==> src/rtl/mem_bus_arbiter.sv <==
// ---------------------------------------------------------------------------
// mem_bus_arbiter
//
// Shares one SRAM-style memory bus between the instruction-fetch path and the
// MEM-stage load/store path.  One requester is granted at a time (data side
// has fixed priority), the bus transaction is held stable until bus_ack, and
// read data is returned with a one-cycle done pulse.  While a requester waits
// it raises a stall request towards the pipeline stall controller.
//
// Optional feature macro: ARB_TIMEOUT_EN
//   Defined     : a wait counter aborts a transaction after MAX_WAIT cycles
//                 without ack (done + bus_err pulse, rdata loaded with 0).
//   Not defined : BUSY waits indefinitely, bus_err is tied to 0.
//
// Ports
//   clk, rst                 clock, synchronous active-high reset
//   if_req/if_addr           fetch request and address (req held until done)
//   if_rdata/if_done         fetched word and completion pulse
//   stallreq_if              if_req & ~if_done
//   mem_req/we/sel/addr/wdata load/store request and payload
//   mem_rdata/mem_done       load word and completion pulse
//   stallreq_mem             mem_req & ~mem_done
//   bus_req/we/sel/addr/wdata registered bus transaction
//   bus_rdata/bus_ack        bus response
//   bus_err                  timeout pulse aligned with done
// ---------------------------------------------------------------------------
module mem_bus_arbiter #(
    parameter int ADDR_W   = 32,
    parameter int DATA_W   = 32,
    parameter int MAX_WAIT = 15
) (
    input  logic              clk,
    input  logic              rst,
    input  logic              if_req,
    input  logic [ADDR_W-1:0] if_addr,
    output logic [DATA_W-1:0] if_rdata,
    output logic              if_done,
    output logic              stallreq_if,
    input  logic              mem_req,
    input  logic              mem_we,
    input  logic [3:0]        mem_sel,
    input  logic [ADDR_W-1:0] mem_addr,
    input  logic [DATA_W-1:0] mem_wdata,
    output logic [DATA_W-1:0] mem_rdata,
    output logic              mem_done,
    output logic              stallreq_mem,
    output logic              bus_req,
    output logic              bus_we,
    output logic [3:0]        bus_sel,
    output logic [ADDR_W-1:0] bus_addr,
    output logic [DATA_W-1:0] bus_wdata,
    input  logic [DATA_W-1:0] bus_rdata,
    input  logic              bus_ack,
    output logic              bus_err
);

    typedef enum logic [1:0] {
        IDLE   = 2'd0,
        BUSY_D = 2'd1,
        BUSY_I = 2'd2
    } state_e;

    // MAX_WAIT must be positive; a zero value would make the abort compare wrap.
    if (MAX_WAIT < 1) begin : g_bad_max_wait
    end

    state_e            state_q, state_d;
    logic              bus_req_q, bus_req_d;
    logic              bus_we_q, bus_we_d;
    logic [3:0]        bus_sel_q, bus_sel_d;
    logic [ADDR_W-1:0] bus_addr_q, bus_addr_d;
    logic [DATA_W-1:0] bus_wdata_q, bus_wdata_d;
    logic [DATA_W-1:0] if_rdata_q, if_rdata_d;
    logic [DATA_W-1:0] mem_rdata_q, mem_rdata_d;
    logic              if_done_q, if_done_d;
    logic              mem_done_q, mem_done_d;

`ifdef ARB_TIMEOUT_EN
    localparam int CNT_W = (MAX_WAIT < 16) ? 4 : $clog2(MAX_WAIT + 1);
    logic [CNT_W-1:0]  wait_cnt_q, wait_cnt_d;
    logic              bus_err_q, bus_err_d;
`endif

    // Next-state and next-output computation for the arbiter FSM.
    always_comb begin
        state_d     = state_q;
        bus_req_d   = bus_req_q;
        bus_we_d    = bus_we_q;
        bus_sel_d   = bus_sel_q;
        bus_addr_d  = bus_addr_q;
        bus_wdata_d = bus_wdata_q;
        if_rdata_d  = if_rdata_q;
        mem_rdata_d = mem_rdata_q;
        if_done_d   = 1'b0;
        mem_done_d  = 1'b0;
`ifdef ARB_TIMEOUT_EN
        wait_cnt_d  = wait_cnt_q;
        bus_err_d   = 1'b0;
`endif
        case (state_q)
            IDLE: begin
                // A request still high during its own done pulse is stale.
                if (mem_req && !mem_done_q) begin
                    state_d     = BUSY_D;
                    bus_req_d   = 1'b1;
                    bus_we_d    = mem_we;
                    bus_sel_d   = mem_sel;
                    bus_addr_d  = mem_addr;
                    bus_wdata_d = mem_wdata;
`ifdef ARB_TIMEOUT_EN
                    wait_cnt_d  = '0;
`endif
                end else if (if_req && !if_done_q) begin
                    state_d     = BUSY_I;
                    bus_req_d   = 1'b1;
                    bus_we_d    = 1'b0;
                    bus_sel_d   = 4'hF;
                    bus_addr_d  = if_addr;
`ifdef ARB_TIMEOUT_EN
                    wait_cnt_d  = '0;
`endif
                end else begin
                    state_d = IDLE;
                end
            end
            BUSY_D, BUSY_I: begin
                // Ack wins over a simultaneous timeout.
                if (bus_ack) begin
                    state_d   = IDLE;
                    bus_req_d = 1'b0;
                    if (state_q == BUSY_D) begin
                        mem_rdata_d = bus_rdata;
                        mem_done_d  = 1'b1;
                    end else begin
                        if_rdata_d = bus_rdata;
                        if_done_d  = 1'b1;
                    end
                end
`ifdef ARB_TIMEOUT_EN
                // This cycle is the MAX_WAIT-th one without ack: abort.
                else if (wait_cnt_q == CNT_W'(MAX_WAIT - 1)) begin
                    state_d   = IDLE;
                    bus_req_d = 1'b0;
                    bus_err_d = 1'b1;
                    if (state_q == BUSY_D) begin
                        mem_rdata_d = '0;
                        mem_done_d  = 1'b1;
                    end else begin
                        if_rdata_d = '0;
                        if_done_d  = 1'b1;
                    end
                end else begin
                    wait_cnt_d = wait_cnt_q + CNT_W'(1);
                end
`else
                else begin
                    state_d = state_q;
                end
`endif
            end
            default: begin
                state_d   = IDLE;
                bus_req_d = 1'b0;
            end
        endcase
    end

    // State and registered-output flops with synchronous reset.
    always_ff @(posedge clk) begin
        if (rst) begin
            state_q     <= IDLE;
            bus_req_q   <= 1'b0;
            bus_we_q    <= 1'b0;
            bus_sel_q   <= 4'h0;
            bus_addr_q  <= '0;
            bus_wdata_q <= '0;
            if_rdata_q  <= '0;
            mem_rdata_q <= '0;
            if_done_q   <= 1'b0;
            mem_done_q  <= 1'b0;
`ifdef ARB_TIMEOUT_EN
            wait_cnt_q  <= '0;
            bus_err_q   <= 1'b0;
`endif
        end else begin
            state_q     <= state_d;
            bus_req_q   <= bus_req_d;
            bus_we_q    <= bus_we_d;
            bus_sel_q   <= bus_sel_d;
            bus_addr_q  <= bus_addr_d;
            bus_wdata_q <= bus_wdata_d;
            if_rdata_q  <= if_rdata_d;
            mem_rdata_q <= mem_rdata_d;
            if_done_q   <= if_done_d;
            mem_done_q  <= mem_done_d;
`ifdef ARB_TIMEOUT_EN
            wait_cnt_q  <= wait_cnt_d;
            bus_err_q   <= bus_err_d;
`endif
        end
    end

    assign bus_req      = bus_req_q;
    assign bus_we       = bus_we_q;
    assign bus_sel      = bus_sel_q;
    assign bus_addr     = bus_addr_q;
    assign bus_wdata    = bus_wdata_q;
    assign if_rdata     = if_rdata_q;
    assign mem_rdata    = mem_rdata_q;
    assign if_done      = if_done_q;
    assign mem_done     = mem_done_q;
    assign stallreq_if  = if_req & ~if_done_q;
    assign stallreq_mem = mem_req & ~mem_done_q;
`ifdef ARB_TIMEOUT_EN
    assign bus_err      = bus_err_q;
`else
    assign bus_err      = 1'b0;
`endif

endmodule

==> config.mk <==
export PLATFORM = sky130hd
export DESIGN_NAME = mem_bus_arbiter
export DESIGN_NICKNAME = d
export VERILOG_FILES = /design/src/rtl/mem_bus_arbiter.sv
export SDC_FILE = /design/constraint.sdc
export NUM_CORES = 1
export LEC_CHECK = 0
export ABC_CLOCK_PERIOD_IN_PS = 1900
export BUFFER_PORTS_ARGS = -buffer_cell sky130_fd_sc_hd__buf_4
export CAP_MARGIN = 10
export CORE_ASPECT_RATIO = 1.5
export CORE_UTILIZATION = 30
export CTS_BUF_LIST = sky130_fd_sc_hd__clkbuf_8
export DETAILED_ROUTE_END_ITERATION = 16
export PLACE_DENSITY = 0.59
export SYNTH_ARGS = -nofsm -noshare
export SYNTH_HDL_FRONTEND = slang
export SYNTH_SLANG_ARGS = --single-unit
export TNS_END_PERCENT = 30
==> constraint.sdc <==
create_clock -name clk -period 1.9 [get_ports clk]
set_clock_uncertainty 0.15 [all_clocks]
set_input_delay 0.475 -clock clk [delete_from_list [all_inputs] [get_ports clk]]
set_output_delay 0.475 -clock clk [all_outputs]
set_load 0.01 [all_outputs]
==> results.yml <==
status:
  status: "finished clean"
routing:
  dr.pass1.iters: 4
  drc: 0
  via_per_inst: 4.64
  vias: 5100
  wirelength_um: 16700
  drt.antenna.violating_nets: 0
  drt_iter0_drc: 194
  avgRoutedWirePerCell_um: 15.2
final_layout:
  post-route-cell-area_um2: 7980
  diodes: 0
  layout-drive-gt1-share: 0.397
  nNetsFinal: 1014
  area_growth_pct: 49.7
place:
  portBuffers: 275
  dp_hpwl_um: 11900
  gp_congestion: 0.720
  placed_cell_area_um2: 7630
synthesis:
  synthDistinctLibCells: 27
  synth_nets: 753
  yosysSeqAreaShare: 0.518
  synth_common_cells: "229 x nand2_1, 138 x dfxtp_1, 100 x a21oi_1, 32 x mux2i_1, 30 x o22ai_2"
  ys_top_cells_by_area: "dfxtp_1 52%, nand2_1 16%, a21oi_1 9.4%"
  yosysTopAreaCell: "dfxtp_1"
  synth_flop_cell: "dfxtp_1"
  yosysWarnings: 0
  syn_inst: 612
  syn_avg_cell_area_um2: 8.71
  yosysTopAreaCellShare: 0.518
  netlist_area_um2: 5330
  synth_edf_count: 0
  ys_seq_elements: 138
  synth_most_common_cell: "nand2_1"
  async_flop_share: 0
cts:
  cts_buffers: 17
  clkTransAtPathRegs_ns: 0.08
  cts-hold-fix-buffers: 0
  cts_setup_buffers: 0
  cts.sinks: 138
  cts_buffer_depth: 2
  htree_num_levels: 4
  root_buffer: "clkbuf_8"
  cts_tree: "yes"
  clkLatencyLatePin_ns: 0.43
critical_path:
  cp-start-kind: "register"
  crit_start: "mem_done"
  critPathCaptureType: "output pin"
  required_ns: 1.27
  crit_fanout: 5
  crit_arrival_ns: 1.16
  reg2reg_from: "state_q[0]"
  critPathKind: "reg2out"
power:
  peakVddDrop_mv: 0.540
  power_per_cell_area_nw_per_um2: 835
  p_sw_frac: 0.279
  p_clk_frac: 0.319
  p_comb_frac: 0.203
  power.internal_mw: 4.81
  switchingPower_mw: 1.86
  pwr-share-seq: 0.479
  leakagePower_nw: 3.52
die:
  die_y_um: 165
  start_util: 0.307
  die_w_um: 111
  core-area_um2: 17300
  ioPinCount: 277
  num_rows: 59
  die_area_um2: 18300
sta:
  period_minus_slack_ns: 1.78
  maxSlewViolCount: 0
  setup_violations: 0
  tightest_slew_ns: 0.521
  hold_violations: 0
  rsz0062_at_grt: "false"
  slew_headroom: 0.652
  max_freq_mhz: 561
  post-route-period-util: 0.938
  fin_tns_setup_ns: 0
flow_run:
  drv_cap: 0
global_routing:
  grt_pass1_vias: 4704
  gr-total-overflow: 0
  grt_pass1_wl_um: 25000
  grt_max_degree: 102
  grtUsageTotal: 0.174
  antenna_found_initial: 0
hold_path:
  worstHoldPathType: "in2reg"
  hold_start: "mem_wdata[7]"
[sequential cells by signal, indices dropped and copies added (netlist names)]
register and cells:
bus_req 1, bus_addr 32, if_done 1, bus_we 1, mem_done 1, bus_sel 4
bus_wdata 32, mem_rdata 32, if_rdata 32, state_q 2
[kinds of logic after synthesis]
kind of cell | share of synthesized area
buffers and inverters | 0.0524
adder cells (fa/ha/maj) | 0.00704
multiplexers | 0.0601
AND/OR/NAND/NOR | 0.179
AO/OA/AOI/OAI | 0.182
flip-flops | 0.518
other | 0.000704
[routing by layer]
layer | part of all wire | track usage | wire, µm | vias up
li1 | - | - | - | 2551
met1 | 0.37 | 0.184 | 6260 | 2346
met2 | 0.54 | 0.319 | 8950 | 178
met3 | 0.065 | 0.0551 | 1080 | 25
met4 | 0.025 | 0.0733 | 416 | 0
met5 | 0 | 0 | 0 | -
[cell usage in the layout (no fill, tap or decap), drive strengths merged]
cell type / instances
o21a: 1
buf: 291
o22ai: 32
o21ai: 2
nor3: 1
nand2b: 2
ha: 3
o211ai: 1
conb: 1
nor2b: 3
clkinvlp: 3
nand2: 229
nand4: 1
clkbuf: 18
mux2i: 32
o221a: 4
and3b: 2
dfxtp: 138
a21oi: 100
and2: 1
nand3b: 3
inv: 10
nor3b: 1
clkinv: 4
a31oi: 1
bufinv: 1
[critical path, cell delays in order (launching register included)]
cell and delay [ns]:
dfxtp_1 0.37, nand2b_4 0.17, inv_4 0.05, buf_4 0.15
[power groups by stage]
stage | registers, mW | logic (mW) | clock network (mW)
after floorplan | 3.34 | 0.575 | 0
after global placement | 3.25 | 1.36 | 0
after detailed placement | 3.26 | 1.37 | 0
after CTS | 3.19 | 1.37 | 2.21
after global routing | 3.22 | 1.46 | 2.34
final | 3.19 | 1.35 | 2.12
[final timing paths]
kind	endpoint	slack, ns	depth (start not counted)
worst min-delay path	bus_wdata[7]	0.13	3
worst max-delay path	stallreq_mem	0.12	3
worst max register to register	if_rdata[4]	0.22	6
worst min register to register	bus_req	0.30	2
[final cells by class]
class	instances	area (µm²)
fill	1746	9370
sequential	138	2760
multi-input combinational	420	2300
timing repair buffer	291	2280
tap	213	267
clock buffer	18	248
clock inverter	13	91.3
inverter	5	21.3
[timing repair]
| item | in CTS | in global routing |
|---|---|---|
| cloned | 0 | 0 |
| endpoints found under the setup margin | 1 | 1 |
| gates resized for setup | 1 | 1 |
[per-stage QoR]
stage / hold slack (ns) / power (mW) / instances / worst slack [ns] / utilization
final: 0.133 / 6.66 / 1098 / 0.117 / 0.460
after global routing: 0.0943 / 7.01 / 1098 / 0.0225 / 0.460
after CTS: 0.0946 / 6.77 / 1098 / 0.00776 / 0.460
after detailed placement: 0.289 / 4.63 / 1067 / 0.144 / 0.440
after global placement: 0.282 / 4.61 / 1067 / 0.164 / 0.440
after floorplan: 0.286 / 3.91 / 612 / 0.274 / -
(Power assumes the default switching activity.)
